$ cat src/rtl/i_scan_controller.sv
// i_scan_controller: raster-scan walker that issues one pixel-fetch request
// per handshake over an img_width x img_height frame in row-major order.
// Optional feature macro: I_SCAN_STRIDE_EN adds a latched row_stride input
// for padded frame buffers; otherwise the row increment is img_width.
module i_scan_controller #(
  parameter int unsigned ADDR_W = 32,
  parameter int unsigned DIM_W  = 13
) (
  input  logic              clk,
  input  logic              rst,
  input  logic              start,
  input  logic              abort,
  input  logic [DIM_W-1:0]  img_width,
  input  logic [DIM_W-1:0]  img_height,
  input  logic [ADDR_W-1:0] base_addr,
`ifdef I_SCAN_STRIDE_EN
  input  logic [DIM_W-1:0]  row_stride,
`endif
  output logic              req_valid,
  input  logic              req_ready,
  output logic [ADDR_W-1:0] req_addr,
  output logic [DIM_W-1:0]  req_col,
  output logic [DIM_W-1:0]  req_row,
  output logic              req_last,
  output logic              busy,
  output logic              done,
  output logic              err
);

  typedef enum logic [1:0] {
    S_IDLE = 2'd0,
    S_LOAD = 2'd1,
    S_SCAN = 2'd2,
    S_DONE = 2'd3
  } state_t;

  state_t state, state_n;

  // Latched frame parameters and walk registers.
  logic [DIM_W-1:0]  width_q, width_n;
  logic [DIM_W-1:0]  height_q, height_n;
  logic [ADDR_W-1:0] base_q, base_n;
  logic [DIM_W-1:0]  stride_q, stride_n;
  logic [ADDR_W-1:0] line_start, line_n;
  logic              err_flag, err_flag_n;
  logic [DIM_W-1:0]  col_n, row_n;
  logic [ADDR_W-1:0] addr_n;
  logic              valid_n, busy_n, done_n, err_n, last_n;
  logic              bad_frame;
  logic              at_row_end, at_col_end;

  // Frame rejection check done in LOAD.
  always_comb begin
`ifdef I_SCAN_STRIDE_EN
    bad_frame = (width_q == '0) || (height_q == '0) || (stride_q < width_q);
`else
    bad_frame = (width_q == '0) || (height_q == '0);
`endif
  end

  assign at_col_end = (req_col == width_q - DIM_W'(1));
  assign at_row_end = (req_row == height_q - DIM_W'(1));

  // State register.
  always_ff @(posedge clk or posedge rst) begin
    if (rst) state <= S_IDLE;
    else     state <= state_n;
  end

  // Next-state, datapath next values and next registered outputs.
  always_comb begin
    state_n    = state;
    width_n    = width_q;
    height_n   = height_q;
    base_n     = base_q;
    stride_n   = stride_q;
    line_n     = line_start;
    err_flag_n = err_flag;
    col_n      = req_col;
    row_n      = req_row;
    addr_n     = req_addr;

    case (state)
      S_IDLE: begin
        if (start) begin
          width_n  = img_width;
          height_n = img_height;
          base_n   = base_addr;
`ifdef I_SCAN_STRIDE_EN
          stride_n = row_stride;
`else
          stride_n = img_width;
`endif
          state_n  = S_LOAD;
        end
      end
      S_LOAD: begin
        col_n  = '0;
        row_n  = '0;
        addr_n = base_q;
        line_n = base_q;
        if (abort) begin
          state_n = S_IDLE;
        end else if (bad_frame) begin
          err_flag_n = 1'b1;
          state_n    = S_DONE;
        end else begin
          err_flag_n = 1'b0;
          state_n    = S_SCAN;
        end
      end
      S_SCAN: begin
        if (abort) begin
          state_n = S_IDLE;
        end else if (req_ready) begin
          if (!at_col_end) begin
            col_n  = req_col + DIM_W'(1);
            addr_n = req_addr + ADDR_W'(1);
          end else if (!at_row_end) begin
            col_n  = '0;
            row_n  = req_row + DIM_W'(1);
            line_n = line_start + ADDR_W'(stride_q);
            addr_n = line_n;
          end else begin
            state_n = S_DONE;
          end
        end
      end
      S_DONE: begin
        state_n = S_IDLE;
      end
      default: begin
        state_n = S_IDLE;
      end
    endcase

    valid_n = (state_n == S_SCAN);
    busy_n  = (state_n != S_IDLE);
    done_n  = (state_n == S_DONE) && !err_flag_n;
    err_n   = (state_n == S_DONE) && err_flag_n;
    last_n  = (state_n == S_SCAN) &&
              (col_n == width_q - DIM_W'(1)) &&
              (row_n == height_q - DIM_W'(1));
  end

  // Datapath and output registers.
  always_ff @(posedge clk or posedge rst) begin
    if (rst) begin
      width_q    <= '0;
      height_q   <= '0;
      base_q     <= '0;
      stride_q   <= '0;
      line_start <= '0;
      err_flag   <= 1'b0;
      req_col    <= '0;
      req_row    <= '0;
      req_addr   <= '0;
      req_valid  <= 1'b0;
      busy       <= 1'b0;
      done       <= 1'b0;
      err        <= 1'b0;
      req_last   <= 1'b0;
    end else begin
      width_q    <= width_n;
      height_q   <= height_n;
      base_q     <= base_n;
      stride_q   <= stride_n;
      line_start <= line_n;
      err_flag   <= err_flag_n;
      req_col    <= col_n;
      req_row    <= row_n;
      req_addr   <= addr_n;
      req_valid  <= valid_n;
      busy       <= busy_n;
      done       <= done_n;
      err        <= err_n;
      req_last   <= last_n;
    end
  end

endmodule
$ cat config.mk
export PLATFORM = sky130hd
export DESIGN_NAME = i_scan_controller
export DESIGN_NICKNAME = d
export VERILOG_FILES = /design/src/rtl/i_scan_controller.sv
export SDC_FILE = /design/constraint.sdc
export NUM_CORES = 1
export LEC_CHECK = 0
export ABC_CLOCK_PERIOD_IN_PS = 13450
export CAP_MARGIN = 0
export CORE_MARGIN = 4
export CORE_UTILIZATION = 49
export DETAILED_ROUTE_END_ITERATION = 12
export PLACE_DENSITY = 0.71
export SLEW_MARGIN = 0
export SYNTH_ARGS = -nofsm -noshare
export SYNTH_HDL_FRONTEND = slang
export SYNTH_SLANG_ARGS = --single-unit
$ cat constraint.sdc
create_clock -name clk -period 13.45 [get_ports clk]
set_input_delay 1.345 -clock clk [delete_from_list [all_inputs] [get_ports clk]]
set_output_delay 1.345 -clock clk [all_outputs]
set_load 0.1 [all_outputs]
Word-level counts from Yosys, hierarchy flattened
Index checks and enable logic that the tools add are counted.
{"block": "op_classes", "reduce_logical": 14, "n_addsub": 6, "n_eq_ne": 14, "mux": 30}
{"operator": "2-to-1 mux 32 bit", "n": 7}
{"operator": "case mux 32 bit (2 select lines)", "n": 2}
{"operator": "2-to-1 mux 13 bit", "n": 8}
{"operator": "== test 13 bit", "n": 4}
{"operator": "case mux 13 bit (2 select lines)", "n": 2}
{"operator": "adder 32 x 1 -> 32 bit (second input constant)", "n": 1}
{"operator": "adder 32 x 13 -> 32 bit", "n": 1}
{"operator": "adder 13 x 1 -> 13 bit (second input constant)", "n": 2}
{"operator": "zero test 13 bit", "n": 2}
{"operator": "subtractor 13 x 1 -> 13 bit (second input constant)", "n": 2}
{"operator": "2-to-1 mux 2 bit", "n": 6}
{"operator": "== test 2 bit (second input constant)", "n": 4}
{"operator": "inequality test 2 bit (second input constant)", "n": 4}
{"operator": "case mux 2 bit (4 select lines)", "n": 1}
{"operator": "AND reduction 5 bit", "n": 1}
{"operator": "logical AND 1 bit", "n": 4}
{"operator": "2-to-1 mux 1 bit", "n": 4}
{"operator": "AND reduction 4 bit", "n": 1}
{"operator": "nonzero test 2 bit", "n": 2}
{"operator": "inequality test 3 bit (second input constant)", "n": 1}
{"operator": "== test 2 x 1 -> 1 bit (second input constant)", "n": 1}
{"operator": "zero test 2 bit", "n": 1}
{"operator": "AND reduction 2 bit", "n": 1}
{"operator": "zero test 1 bit", "n": 1}
{"operator": "logical OR 1 bit", "n": 1}
{"block": "word_totals", "inputBits": 63, "output_inout_bits": 63, "word_cells": 78, "register_bits": 156}

Logic depth before layout (Yosys ltp)
Gate-level depths: netlist (run 1).
{"block": "logic_depth", "word_depth": 10, "depth_mapped": 17, "depth_no_buf": 14}

Worst setup path before layout (run 1)
OpenSTA, ideal clock, no wires.
{"block": "synth_path", "path_type": "reg2reg", "start": "reg req_col[10]", "end": "reg req_last", "path_slack_ns": 9.359, "t_required_ns": 13.354, "stages_incl_launch_ff": 15, "setup_ns": 0.096, "n_path_buf": 3, "arrival_time_ns": 3.995, "synth_period_minus_slack_ns": 4.091, "path_cell_list": "dfrtp_1 clkbuf_1 xor2_1 nor3_1 o31a_1 and4_1 buf_2 and3_1 buf_2 nor4b_1 xnor2_1 or3_1 a2111oi_2 o2111ai_1 nor4_2"}
{"block": "synth_via", "elab_chain_len": 8}
{"item": "start, declared", "line": "22", "rtl": "output logic [DIM_W-1:0] req_col,"}
{"item": "start signal, assigned", "line": "170", "rtl": "req_col <= col_n;"}
{"item": "adder 13 x 1 -> 13 bit (tied with other cells)", "line": "117", "rtl": "col_n = req_col + DIM_W'(1);"}
{"item": "2-to-1 mux 13 bit / 2-to-1 mux 2 bit (equally long branches)", "line": "116", "rtl": "if (!at_col_end) begin"}
{"item": "2-to-1 mux 13 bit / 2-to-1 mux 2 bit (equally long branches)", "line": "115", "rtl": "end else if (req_ready) begin"}
{"item": "2-to-1 mux 13 bit / 2-to-1 mux 2 bit (equally long branches)", "line": "113", "rtl": "if (abort) begin"}
{"item": "case mux 13 bit (2 select lines) / case mux 2 bit (4 select lines) (equally long branches)", "line": "83", "rtl": "case (state)"}
{"item": "== test 13 bit / == test 2 bit (equally long branches)", "line": "142, 141"}
{"item": "logical AND 1 bit", "line": "141", "rtl": "last_n = (state_n == S_SCAN) &&"}
{"item": "logical AND 1 bit *", "line": "142", "rtl": "(col_n == width_q - DIM_W'(1)) &&"}
{"item": "net last_n", "line": "48", "rtl": "logic valid_n, busy_n, done_n, err_n, last_n;"}
{"item": "end signal, assigned", "line": "177", "rtl": "req_last <= last_n;"}
{"item": "end, declared", "line": "24", "rtl": "output logic req_last,"}
The timed path passes the listed nets; every way through them passes the cells marked *.
A chain may end at the register's enable or synchronous reset.

==> impl_summary.md, run 1 <==
Timing
The share of the cycle needed by the critical path after routing is 39.13%. The pin slew with the least headroom to its limit is 1.184 ns. On the final layout, the worst clock skew is 0.01483 ns. The count of final max-slew check failures is 0. Derived from the worst setup path, the maximum achievable clock frequency is 190.0 MHz. Setup repair after global routing left no endpoint under its margin. After layout, the minimum clock period comes to 5.263 ns.

The headroom to the max-slew limit is 20.56%. The total negative slack for setup checks is 0 ns. The number of hold violations in the final report came to 0.

The final setup violation count is 0.

GRT
The number of global-route vias before repair was 9626. Global routing used 25.56% of the available tracks across all layers. The wire length of the first global-routing pass is 52670 µm. Entering global routing, the biggest net connects 94 pins. The initial antenna violation count is 1. The global route total overflow is 0.

Drt
Using the TritonRoute via totals, the vias-per-cell ratio works out to 6.110. The number of DRC violations after detailed routing is 0. The remaining antenna violation count is 0. The sum of routed wire length over all layers is 32680 µm. The average wire per cell in the routed design is 19.79 µm.

The via count is 10090. For this run, the detailed router's first-pass iteration total came to 5. The detailed router finished its first iteration with 844 violations.

Finish
The net count of the finished layout is 1444. Summing all non-filler instances in the final layout gives an area of 13100 µm². In the final layout, the share of cells above drive strength 1 is 10.43%.

For this run, the number of standard cells in the final layout without fillers is 1651. The area growth from synthesis to layout is 17.71%. The count of filler cells inserted in the layout is 1949. In the layout the commonest cells are 156 x sky130_fd_sc_hd__dfrtp_1, 125 x sky130_fd_sc_hd__clkdlybuf4s50_1, 121 x sky130_fd_sc_hd__nand2_1. The post-layout utilization of the core is 59.29%. The number of diodes added for antenna fixing is 0. The library cell used most frequently in the layout, excluding fill and tap cells, is sky130_fd_sc_hd__dfrtp_1.

Clocking
The CTS clock-pin slew for the worst setup and hold paths is 0.07 ns. Clock tree synthesis inserted a total of 17 buffers. The clock tree from TritonCTS is yes. No sink is reached through more buffers than the 2 on the longest clock path. The later pin in the worst-skew pair is clocked with a latency of 0.43 ns.

The number of levels in the clock H-tree is 4. The post-cts resize count is 0. The number of hold buffers added after CTS was 0. The setup fix buffers added after clock tree synthesis is 0.

The total number of clock tree sinks is 156. The buffer type at the clock tree root is sky130_fd_sc_hd__clkbuf_16.

Logic synthesis
The number of flops mapped to enable cells by yosys is 0. The commonest register cell after synthesis is sky130_fd_sc_hd__dfrtp_1. Counting distinct cell types in the post-synthesis netlist gives 84.

The netlist area before placement is 11130 µm². When the netlist entered floorplanning its net count stood at 1374. The post-synthesis share of cell area spent on and, or, nand and nor gates is 22.04%. The synthesized netlist devotes 19.15% of its cell area to compound gates. After synthesis, the cell types taking the most area are sky130_fd_sc_hd__dfrtp_1 35%, sky130_fd_sc_hd__mux2_2 6.1%, sky130_fd_sc_hd__xnor2_1 5.6%, sky130_fd_sc_hd__a21oi_1 4.8%, sky130_fd_sc_hd__nand2_1 4.1%.

The gate count of the mapped netlist is 1288. The synthesized flop and latch total is 156. The Yosys step of the flow raised 0 warnings.

The mean post-synth cell area is 8.640 µm². The leading area contributor after synthesis is sky130_fd_sc_hd__dfrtp_1. Summed over its instances, the top area cell type makes up 35.08% of the synthesized netlist area. After Yosys synthesis, XOR and XNOR cells account for 9.467% of the synthesized area. Sequential elements use 35.08% of the synthesized area. After synthesis, the share of flip-flops with an asynchronous set or reset is 100.0%. Multiplexer cells account for 7.331% of the synthesized area.

The largest family of logic cells by synthesized area is simple AND/OR/NAND/NOR gates. Summing the areas of all fa, ha and maj instances in the mapped netlist gives 2.653% of the synthesized area.

Worst hold path
The path with the worst hold slack has its endpoint at base_q[8]$_DFFE_PP0P_. The worst hold path begins at base_q[8]$_DFFE_PP0P_. The cell count of the worst hold path is 1. The classification of the worst-slack hold path is register to register.

Job
Max-cap violations in this run came to 0.

Critical path
The worst register-to-register path has a depth of 13. STA classifies the critical path startpoint as a register. The critical path required time is 13.78 ns. The endpoint of the lowest-slack register-to-register path is req_last$_DFF_PP0_. For the worst setup path, the data arrival time is 5.60 ns. The kind of end point of the critical path is a register.

By startpoint and endpoint, the worst setup path is classified as register to register. The startpoint of the worst register-to-register path is stride_q[0]$_DFFE_PP0P_. Of all nets on the critical path, the largest fanout is 48. The worst reg-to-reg setup slack is 8.19 ns.

Pwr
Across the VDD grid, the largest voltage drop is 0.0002498 V. The total power is 0.003513 W. The analysis attributes to cell leakage a power of 5.158 nW.

Dividing total power by cell area gives a power density of 268.2 nW/µm². The proportion of total power due to net switching is 51.03%. The analysis attributes to net switching a power of 0.001792 W. The sequential group share of total power is 26.9%.

The proportion of power drawn by the clock network is 14.4%. The cell internal power dissipation is 0.001720 W. The relative contribution of combinational cells to total power is 58.7%.

Floorplanning
The floorplan step defined a die boundary enclosing 25190 µm². Once the floorplan was initialized, standard cells occupied 50.37% of the core. The width of the die is 158.7 µm. The die is 158.7 µm tall.

The total area inside the core boundary comes to 22090 µm². The initialized floorplan defines 54 standard-cell rows. The number of top-level pins is 126.

Place
The number of cells after detailed placement is 1619. Detailed placement ended at an HPWL of 23120 µm. Summing all placed instances gives a cell area of 12490 µm². At the end of routability-driven placement, the weighted congestion stood at 0.9299.

During placement, the flow inserted port buffers numbering 125.

Status
The flow ran to the end, and the final reports show no timing, DRC or antenna violations.
==> kinds of logic (layout without fill, tap and decap cells) <==
group                    Yosys count  in the layout
flip-flops                       156            156
AND/OR/NAND/NOR                  476            476
buffers and inverters            119            202
adder cells (fa/ha/maj)           23             23
XOR/XNOR                         114            114
AO/OA/AOI/OAI                    326            326
multiplexers                      74             74
==> layout make-up <==
cell class                      instances  area [µm²]  share of cell area, %
Timing Repair Buffer                  134        1319                  10.07
Tap cell                              280       350.3                  2.675
Multi-Input combinational cell       1013        6779                  51.75
Inverter                               36       140.1                  1.070
Clock buffer                           20       456.7                  3.486
Clock inverter                         12       150.1                  1.146
Sequential cell                       156        3904                  29.80
==> how the worst max path moves through the flow <==
stage,from,endpoint
finish,stride_q[0]$_DFFE_PP0P_,req_last$_DFF_PP0_
global route,stride_q[0]$_DFFE_PP0P_,req_last$_DFF_PP0_
CTS,stride_q[0]$_DFFE_PP0P_,req_last$_DFF_PP0_
detailed placement,stride_q[0]$_DFFE_PP0P_,req_last$_DFF_PP0_
global placement,stride_q[0]$_DFFE_PP0P_,req_last$_DFF_PP0_
floorplan,rst,base_q[0]$_DFFE_PP0P_
==> power by group through the flow <==
stage,Clock (W),Combinational (W),Sequential (W)
floorplan,0,0.00129,0.00119
global placement,0,0.00202,0.000940
detailed placement,0,0.00204,0.000946
CTS,0.000516,0.00205,0.000940
global route,0.000536,0.00223,0.000979
finish,0.000507,0.00206,0.000944
==> routing by layer <==
layer	GRT usage, %	vias to the layer above	part of all wire, %
met2	40.94	387	46
met5	0	-	0
met4	9.152	0	2.8
li1	-	4790	-
met3	3.810	68	5.8
met1	35.50	4843	45
==> cell usage after synthesis, types with 5 or more instances <==
| cell type | n |
|---|---|
| sky130_fd_sc_hd__or2_2 | 11 |
| sky130_fd_sc_hd__or3_1 | 14 |
| sky130_fd_sc_hd__nand2_1 | 122 |
| sky130_fd_sc_hd__nor3_1 | 27 |
| sky130_fd_sc_hd__ha_1 | 22 |
| sky130_fd_sc_hd__xnor2_1 | 71 |
| sky130_fd_sc_hd__buf_2 | 6 |
| sky130_fd_sc_hd__a21o_1 | 5 |
| sky130_fd_sc_hd__nor2_1 | 113 |
| sky130_fd_sc_hd__nor3b_1 | 5 |
| sky130_fd_sc_hd__o31ai_1 | 8 |
| sky130_fd_sc_hd__nor2b_1 | 23 |
| sky130_fd_sc_hd__nand3_1 | 52 |
| sky130_fd_sc_hd__o21ai_0 | 60 |
| sky130_fd_sc_hd__clkbuf_1 | 70 |
| sky130_fd_sc_hd__nand2b_1 | 11 |
| sky130_fd_sc_hd__and4_1 | 12 |
| sky130_fd_sc_hd__dfrtp_1 | 156 |
| sky130_fd_sc_hd__inv_1 | 36 |
| sky130_fd_sc_hd__nor4_1 | 6 |
| sky130_fd_sc_hd__o211ai_1 | 18 |
| sky130_fd_sc_hd__o21a_1 | 7 |
| sky130_fd_sc_hd__a21oi_1 | 106 |
| sky130_fd_sc_hd__o2bb2ai_1 | 8 |
| sky130_fd_sc_hd__and3_1 | 23 |
| sky130_fd_sc_hd__mux2i_1 | 14 |
| sky130_fd_sc_hd__a211oi_1 | 8 |
| sky130_fd_sc_hd__and2_1 | 10 |
| sky130_fd_sc_hd__nand4_1 | 15 |
| sky130_fd_sc_hd__o22ai_1 | 13 |
| sky130_fd_sc_hd__a31oi_1 | 27 |
| sky130_fd_sc_hd__or4_1 | 6 |
| sky130_fd_sc_hd__a31o_2 | 6 |
| sky130_fd_sc_hd__xor2_1 | 39 |
| sky130_fd_sc_hd__mux2_2 | 60 |
==> critical path, cell delays in order, from the launching register on <==
cell	delay, ns
sky130_fd_sc_hd__dfrtp_1	0.50
sky130_fd_sc_hd__inv_1	0.12
sky130_fd_sc_hd__ha_1	0.22
sky130_fd_sc_hd__or3b_2	0.56
sky130_fd_sc_hd__nor4_2	0.48
sky130_fd_sc_hd__xnor3_1	0.32
sky130_fd_sc_hd__nor2_2	0.33
sky130_fd_sc_hd__nand3_2	0.87
sky130_fd_sc_hd__o21ai_2	0.59
sky130_fd_sc_hd__a311o_1	0.24
sky130_fd_sc_hd__o21ai_0	0.14
sky130_fd_sc_hd__a2111oi_4	0.39
sky130_fd_sc_hd__o2111ai_1	0.19
sky130_fd_sc_hd__nor4_2	0.23
==> flip-flops by register name, indices dropped and copies added (netlist names) <==
signal / flops
err_flag: 1
req_row: 13
height_q: 13
busy: 1
req_col: 13
err: 1
done: 1
stride_q: 13
state: 2
base_q: 32
req_last: 1
line_start: 32
req_valid: 1
req_addr: 32
==> stage by stage <==
| step | hold slack [ns] | worst slack, ns |
|---|---|---|
| after floorplan | 0.4538 | 7.898 |
| after global placement | 0.4764 | 8.464 |
| after detailed placement | 0.4870 | 8.224 |
| after CTS | 0.5028 | 8.221 |
| after global routing | 0.5142 | 7.856 |
| final | 0.4998 | 8.187 |
(Power assumes the default switching activity.)
==> run 2: changes to the inputs <==
- ABC_CLOCK_PERIOD_IN_PS: 13450 -> 5000
- clock period: 13.45 -> 5 ns (I/O delays scaled with it)
==> run 2 against run 1 <==
Compared with the run above: first-iteration DRC count shrank 6.5%; non-clock buffer count grew 14; register-to-register slack lost 7.8 ns; wire length rose by 3.9%.
==> impl_summary.md, run 2 (synthesis results as in run 1) <==
Status
The run finished with clean final reports.

Worst hold path
The hold path endpoint is line_start[8]$_DFFE_PP0P_. The worst hold path belongs to the class register to register. The cell count of the worst hold path is 2 (+1). The startpoint identified for the worst hold timing path is line_start[8]$_DFFE_PP0P_.

Critical path
The largest stage delay on the critical path is 0.57 ns (-0.30 ns). STA classifies the critical path startpoint as a register. The number of cells traversed by the worst register-to-register path is 14 (+1). The worst setup path is captured at a register. The endpoint arrival time on the critical path is 4.98 ns (-0.62 ns). The maximum fanout encountered on the critical timing path is 10 (-79%). The signal on the critical path passes through inv_1, ha_1, or3b_2, nor4_2, xnor3_1, nor2_2, nand4_1, a311oi_1, buf_4, nand4_1, a21bo_2, a211oi_1, o2111ai_1, nor4_2. The kind of critical path is register to register.

The startpoint of the worst register-to-register path is stride_q[0]$_DFFE_PP0P_. The worst reg-to-reg setup slack is 0.36 ns (-7.83 ns). The worst register-to-register path ends at req_last$_DFF_PP0_. The largest individual stage delay along the critical path comes from the cell sky130_fd_sc_hd__or3b_2. The critical path required time is 5.33 ns (-8.45 ns). The number of buffers and inverters on the critical path is 2 (+1). The cell class contributing the biggest share of worst-path delay is simple AND/OR/NAND/NOR gates.

Clocking
The buffer type at the clock tree root is sky130_fd_sc_hd__clkbuf_16. The CTS clock-pin slew for the worst setup and hold paths is 0.07 ns (about the same). The post-cts resize count came to 0 (unchanged). The number of levels in the clock H-tree is 4 (unchanged). The deepest clock path buffer count is 2 (unchanged). The total number of clock tree sinks is 156 (unchanged). TritonCTS built the clock tree.

The number of buffers created by CTS is 17 (unchanged). The setup fix buffers added after clock tree synthesis is 0 (unchanged). The number of hold buffers added after cts is 0 (unchanged). The clock latency on the worst-skew pair is 0.43 ns (about the same).

Drt
The length of the first detailed-routing pass in iterations is 7 (+2). The remaining antenna violation count came to 0 (unchanged). The average wire per cell in the routed design was 20.38 µm (+3.0%).

The number of DRC markers in iteration 0 is 789 (-6.5%). The wire length on met3 came to 2406 µm (+27%). The routed length on met1 is 15440 µm (+4.6%).

The via count was 10270 (+1.8%). The number of DRC violations after detailed routing is 0 (unchanged). The amount of wire on met2 after detailed routing came to 15390 µm (+1.9%).

The sum of routed wire length over all layers was 33960 µm (+3.9%). The highest routed metal layer is met4. The via count normalized by instance count is 6.165 (+0.90%).

Floorplanning
The cell row count is 54 (unchanged). The starting density of the core came to 50.37% (unchanged). The number of top-level pins is 126 (unchanged). The y dimension of the die is 158.7 µm (unchanged). The width of the die is 158.7 µm (unchanged). The floorplan die area is 25190 µm² (unchanged). The placeable core region was 22090 µm² (unchanged).

Finish
The count of filler cells inserted in the layout is 1915 (-1.7%). The post-layout utilization of the core is 59.72% (+0.43 points). The largest registers in the layout are base_q x32, line_start x32, req_addr x32. In the layout the commonest cells are 156 x sky130_fd_sc_hd__dfrtp_1, 125 x sky130_fd_sc_hd__clkdlybuf4s50_1, 121 x sky130_fd_sc_hd__nand2_1. The fraction of layout instances using a drive strength above 1 was 11.26% (+0.83 points).

The layout overhead on the synthesized area is 18.56%. The leading cell type in the layout, fill and taps excluded is sky130_fd_sc_hd__dfrtp_1. The net count of the finished layout was 1458 (+0.97%).

Job
The number of max-capacitance violations reported came to 0 (unchanged).

GRT
The initial antenna violation count is 1 (unchanged). The global route total overflow is 0 (unchanged). The number of global-route vias before repair is 9732 (+1.1%). The global-route total usage across every layer was 26.34% (+0.78 points). The largest net degree at the start of global routing is 91 (-3.2%). The wire length of the first global-routing pass came to 54450 µm (+3.4%).

Place
The count of buffers from port buffering is 125 (unchanged). The worst slack at placement came to 0.4467 ns (-7.777 ns). The routability congestion estimate is 0.9416 (+1.3%). The half-perimeter wire length of the detailed placement result is 24500 µm (+6.0%).

Timing
The final setup violation count was 0 (unchanged). The minimum period implied by the final worst setup slack is 4.642 ns (-0.6216 ns). Setup repair after global routing left no endpoint under its margin. The highest clock frequency the design can meet is 215.4 MHz (+13%). The worst setup skew after layout was 0.01175 ns (-0.003085 ns). The pin slew with the least headroom to its limit is 1.139 ns (-0.04478 ns).

The headroom to the max-slew limit is 23.81% (+3.3 points). The count of final max-slew check failures is 0 (unchanged). The number of hold violations in the final report is 0 (unchanged). The share of the cycle needed by the critical path after routing is 92.83% (+54 points). The final setup slack of the worst path is 0.3584 ns (-7.828 ns).

The total negative slack for setup checks was 0 ns (unchanged).

Pwr
The cell area power density was 722.7 nW/µm² (+170%). The total power is 0.009536 W (+170%). The static leakage was 5.213 nW (+1.1%). The largest vdd supply drop was 0.0005648 V (+130%).
[run 2: changes by cell type in the layout (fill, tap and decap cells not counted)]
| cell | before | now |
|---|---|---|
| sky130_fd_sc_hd__buf_4 | 9 | 23 |
| sky130_fd_sc_hd__clkinvlp_4 | 2 | 4 |
| sky130_fd_sc_hd__inv_8 | 2 | 0 |
| sky130_fd_sc_hd__clkbuf_1 | 1 | 2 |
| sky130_fd_sc_hd__diode_2 | 0 | 1 |
| sky130_fd_sc_hd__inv_6 | 5 | 4 |
[run 2: per-stage QoR]
step,cell area (µm²),hold WS [ns],cells
CTS,13190,0.4987,1665
detailed placement,12600,0.4862,1633
finish,13190,0.4986,1666
global route,13190,0.5215,1666
floorplan,11130,0.4538,1288
global placement,12600,0.4758,1633
[run 2: layer usage]
metal | global-route usage [%] | vias to the layer above
met2 | 40.48 | 453
met4 | 7.456 | 0
met1 | 38.13 | 4949
li1 | - | 4814
met5 | 0 | -
met3 | 5.080 | 55
[run 2: how the worst max path moves through the flow]
stage / to / slack, ns / start / depth (start not counted)
finish: req_last$_DFF_PP0_ / 0.36 / stride_q[0]$_DFFE_PP0P_ / 14
global route: req_last$_DFF_PP0_ / 0.16 / stride_q[0]$_DFFE_PP0P_ / 14
CTS: req_last$_DFF_PP0_ / 0.42 / stride_q[0]$_DFFE_PP0P_ / 14
detailed placement: req_last$_DFF_PP0_ / 0.45 / stride_q[0]$_DFFE_PP0P_ / 14
global placement: req_last$_DFF_PP0_ / 0.56 / stride_q[0]$_DFFE_PP0P_ / 13
floorplan: base_q[0]$_DFFE_PP0P_ / 0.29 / rst / 1
[run 2: worst min-delay path, delay by kind of cell (launching register included)]
kind / cells / cell delay (ns)
flip-flops: 1 / 0.36
AO/OA/AOI/OAI: 1 / 0.06
AND/OR/NAND/NOR: 1 / 0.05
[run 2: area by class of cell]
cell class              count  area, µm²  area share [%]
multi-input cells        1013       6779           51.38
flip-flops and latches    156       3904           29.59
repair buffers            148       1424           10.79
clock buffers              21      460.4           3.490
well taps                 280      350.3           2.655
inverters                  36      140.1           1.062
clock inverters            11      133.9           1.015
diodes                      1      2.502         0.01897
[run 2: where the power goes]
group | switching [W] | leakage (nW) | internal, W
clock network | 0.000575 | 0.277 | 0.000770
logic | 0.00357 | 3.06 | 0.00210
registers | 0.000723 | 1.87 | 0.00180
==> run 3: changes to the inputs <==
- ABC_AREA: unset -> 1
- CORE_ASPECT_RATIO: unset -> 2
==> run 3 against run 2 <==
Compared with the run above: worst setup slack improved by 0.54 ns; core utilization fell by 0.41 points; combinational power is 0.7% lower; sequential share of layout area hardly changed; register-to-register slack better by 0.54 ns; synthesized cell count up 27%; first-iteration DRC count grew 9.6%; sequential power down 6%; clock power decreased by 5%; critical path type unchanged; largest power group unchanged.
==> impl_summary.md, run 3 <==
Timing
The minimum period implied by the final worst setup slack is 4.102 ns (-0.5397 ns). The count of final max-slew check failures came to 0 (unchanged). Setup repair after global routing left no endpoint under its margin. The highest clock frequency the design can meet came to 243.8 MHz (+13%). The headroom to the max-slew limit came to 29.56% (+5.7 points). The worst setup skew after layout came to 0.01052 ns (-0.001227 ns). The pin slew with the least headroom to its limit is 1.057 ns (-0.08219 ns). The total negative slack for setup checks is 0 ns (unchanged). The share of the cycle needed by the critical path after routing is 82.04% (-11 points). The number of hold violations in the final report is 0 (unchanged). The final setup violation count is 0 (unchanged).

Logic synthesis
The area share of the largest cell type after synthesis is 35.12% (+0.043 points). The netlist area before placement is 11110 µm² (-0.12%). The mean post-synth cell area came to 6.789 µm² (-21%). The adder-cell share of the synthesized area is 2.657% (+0.0033 points). The share of synthesized registers carrying an async set or reset came to 100.0% (unchanged). The mux share of post-synthesis cell area is 2.634% (-4.7 points). Sorting the synthesized cells by area gives the leading types as sky130_fd_sc_hd__dfrtp_1 35%, sky130_fd_sc_hd__nand2_1 16%, sky130_fd_sc_hd__nor2_1 6.1%, sky130_fd_sc_hd__inv_1 6.0%, sky130_fd_sc_hd__nand3_1 5.9%.

The count of cell types in the netlist was 55 (-35%). The gate count of the mapped netlist was 1637 (+27%). The leading area contributor after synthesis is sky130_fd_sc_hd__dfrtp_1. The cell with the most instances after synthesis is sky130_fd_sc_hd__nand2_1. The synthesized flop and latch total is 156 (unchanged). By area, the combinational part of the netlist is dominated by simple AND/OR/NAND/NOR gates.

The register area share after synthesis is 35.12% (+0.043 points). The post-synthesis share of cell area spent on and, or, nand and nor gates is 36.59% (+15 points). The parity-gate share of the synthesized area counting xor and xnor cells came to 3.625% (-5.8 points). The complex-gate fraction of the synthesized area is 11.11% (-8.0 points).

The number of flops mapped to enable cells by yosys is 0 (unchanged). For this run, the leading register cell type out of synthesis is sky130_fd_sc_hd__dfrtp_1. The Yosys warning count is 0 (unchanged). The number of nets produced by synthesis came to 1723 (+25%).

The commonest cells after synthesis are 480 x sky130_fd_sc_hd__nand2_1, 182 x sky130_fd_sc_hd__nor2_1, 177 x sky130_fd_sc_hd__inv_1.

Place
The routability congestion estimate is 0.9840 (+4.5%). The post-detailed-placement cell area is 12650 µm² (+0.39%). The count of buffers from port buffering is 125 (unchanged). The number of cells after detailed placement is 2007 (+23%). The half-perimeter wire length of the detailed placement result was 29660 µm (+21%).

Clocking
The CTS clock-pin slew for the worst setup and hold paths came to 0.06 ns (about the same). The deepest clock path buffer count is 2 (unchanged). The clock latency on the worst-skew pair is 0.45 ns (+0.02 ns). TritonCTS built the clock tree. The cell sitting at the root of the clock tree is a sky130_fd_sc_hd__clkbuf_16.

The post-cts resize count came to 0 (unchanged). The number of hold buffers added after cts is 0 (unchanged). The total number of clock tree sinks is 156 (unchanged). The number of levels in the clock H-tree came to 4 (unchanged). The setup fix buffers added after clock tree synthesis came to 0 (unchanged). The number of buffers created by CTS is 17 (unchanged).

Critical path
STA classifies the critical path endpoint as a register. The critical path goes through inv_2, ha_1, nand3_4, nor2_2, nand2_1, nand3_1, nand3_1, nor2_1, nand3_2, nor2_8, buf_4, nor2_1, inv_1, nand3_2, inv_1, buf_4, nand2_1, a21oi_1, a21oi_1. The number of buffers and inverters on the critical path is 5 (+3). The worst setup path startpoint is stride_q[0]$_DFFE_PP0P_.

The largest stage delay on the critical path is 0.46 ns (-0.11 ns). The maximum fanout encountered on the critical timing path is 23 (+13). The endpoint arrival time on the critical path came to 4.41 ns (-0.57 ns). The worst setup path is launched from a register. The kind of critical path is register to register.

The critical path required time is 5.31 ns (-0.02 ns). On the critical path the largest part of the delay comes from simple AND/OR/NAND/NOR gates. For this design, the slowest cell found on the critical path is sky130_fd_sc_hd__nand3_2. The worst register-to-register path begins at stride_q[0]$_DFFE_PP0P_.

Status
The run finished with clean final reports.

Job
The number of max-capacitance violations reported was 0 (unchanged).

Finish
Relative to the synthesized area, the layout overhead comes to 18.75%. The fraction of layout instances using a drive strength above 1 came to 7.771% (-3.5 points). The final standard cell count with taps included and fillers excluded is 2039 (+22%). The finished layout cell area came to 13200 µm² (about the same). The count of filler cells inserted in the layout is 2157 (+13%).

The post-layout utilization of the core is 59.31% (-0.41 points). The net count of the finished layout came to 1836 (+26%). In the final layout, the registers with the most flip-flops are base_q x32, line_start x32, req_addr x32. In the layout the commonest cells are 479 x sky130_fd_sc_hd__nand2_1, 182 x sky130_fd_sc_hd__nor2_1, 176 x sky130_fd_sc_hd__inv_1. The leading cell type in the layout, fill and taps excluded is sky130_fd_sc_hd__nand2_1. The number of diodes added for antenna fixing was 0 (-1).

Pwr
The static leakage is 6.340 nW (+22%). The total power is 0.009290 W (-2.6%). The cell area power density is 703.9 nW/µm² (-2.6%). The largest vdd supply drop is 0.0007154 V (+27%).

Drt
The sum of routed wire length over all layers is 38400 µm (+13%). The remaining antenna violation count came to 0 (unchanged). The via count is 11500 (+12%). The number of DRC violations after detailed routing was 0 (unchanged).

The via count normalized by instance count is 5.641 (-8.5%). The number of DRC markers in iteration 0 is 865 (+9.6%). The length of the first detailed-routing pass in iterations came to 6 (-1). The average wire per cell in the routed design was 18.83 µm (-7.6%).

GRT
The global-route total usage across every layer came to 31.17% (+4.8 points). The global route total overflow came to 0 (unchanged). The wire length of the first global-routing pass is 61020 µm (+12%). The number of global-route vias before repair was 11860 (+22%). The initial antenna violation count was 0 (-1).

The largest net degree at the start of global routing is 137 (+51%).

Floorplanning
The number of top-level pins was 126 (unchanged). The y dimension of the die is 221.0 µm (+39%). The width of the die is 114.5 µm (-28%). The starting density of the core is 49.94% (-0.43 points). The cell row count is 77 (+43%). The placeable core region is 22260 µm² (+0.73%).

The floorplan die area came to 25300 µm² (+0.46%).

Worst hold path
The worst hold path belongs to the class input pin to async pin.
==> run 3: cell count changes in the layout (fill, tap and decap cells not counted), moves of 34 or more <==
cell                      previous run  this run
sky130_fd_sc_hd__mux2_2             60        26
sky130_fd_sc_hd__nand3_1            51       131
sky130_fd_sc_hd__inv_1              35       176
sky130_fd_sc_hd__nor2_1            113       182
sky130_fd_sc_hd__nand2_1           121       479
sky130_fd_sc_hd__xnor2_1            71        16
==> run 3: worst register-to-register path, delay by kind of cell, from the launching register on <==
kind / cells / cell delay [ns]
buffers and inverters: 5 / 1.12
AND/OR/NAND/NOR: 11 / 1.97
AO/OA/AOI/OAI: 2 / 0.17
adder cells (fa/ha/maj): 1 / 0.30
flip-flops: 1 / 0.41
==> run 3: where the power goes <==
part           leakage, nW  switching [W]  total [W]  internal (W)
logic                 4.21        0.00394    0.00563       0.00169
clock network        0.273       0.000571    0.00128      0.000708
registers             1.86       0.000575    0.00238       0.00181
total                 6.34        0.00509    0.00929       0.00420
==> run 3: cell families after synthesis <==
kind of cell | count (synthesis)
AO/OA/AOI/OAI | 223
XOR/XNOR | 46
adder cells (fa/ha/maj) | 23
flip-flops | 156
AND/OR/NAND/NOR | 926
multiplexers | 26
buffers and inverters | 237
==> run 3: final cells by class <==
class | instances | area (µm²) | share of cell area [%]
tap | 276 | 345.3 | 2.616
multi-input combinational | 1244 | 6300 | 47.73
timing repair buffer | 139 | 1369 | 10.37
sequential | 156 | 3904 | 29.58
clock inverter | 11 | 92.59 | 0.7015
clock buffer | 21 | 460.4 | 3.488
inverter | 192 | 728.2 | 5.517
==> run 3: path summary, 6_finish.rpt <==
| check | to | slack [ns] | cells past startpoint |
|---|---|---|---|
| worst max-delay path | line_start[26]$_DFFE_PP0P_ | 0.90 | 19 |
| worst min-delay path | base_q[12]$_DFFE_PP0P_ | 0.37 | 2 |
| worst max register to register | line_start[26]$_DFFE_PP0P_ | 0.90 | 19 |
| worst min register to register | line_start[4]$_DFFE_PP0P_ | 0.49 | 2 |
| max in group asynchronous | base_q[24]$_DFFE_PP0P_ | 3.59 | 3 |
| min in group clk | line_start[4]$_DFFE_PP0P_ | 0.49 | 2 |
==> run 3: metal layers <==
layer / vias up / track usage (%) / wire length, µm
li1: 5559 / - / -
met4: 0 / 25.28 / 3702
met3: 169 / 5.467 / 1797
met2: 406 / 55.60 / 20110
met5: - / 0 / 0
met1: 5368 / 30.31 / 12780
==> run 3: stage by stage <==
step                      worst slack, ns  hold slack [ns]
after floorplan                    0.2935           0.4525
after global placement              1.038           0.4684
after detailed placement           0.9075           0.4709
after CTS                          0.8933           0.3632
after global routing               0.5675           0.3927
final                              0.8981           0.3650
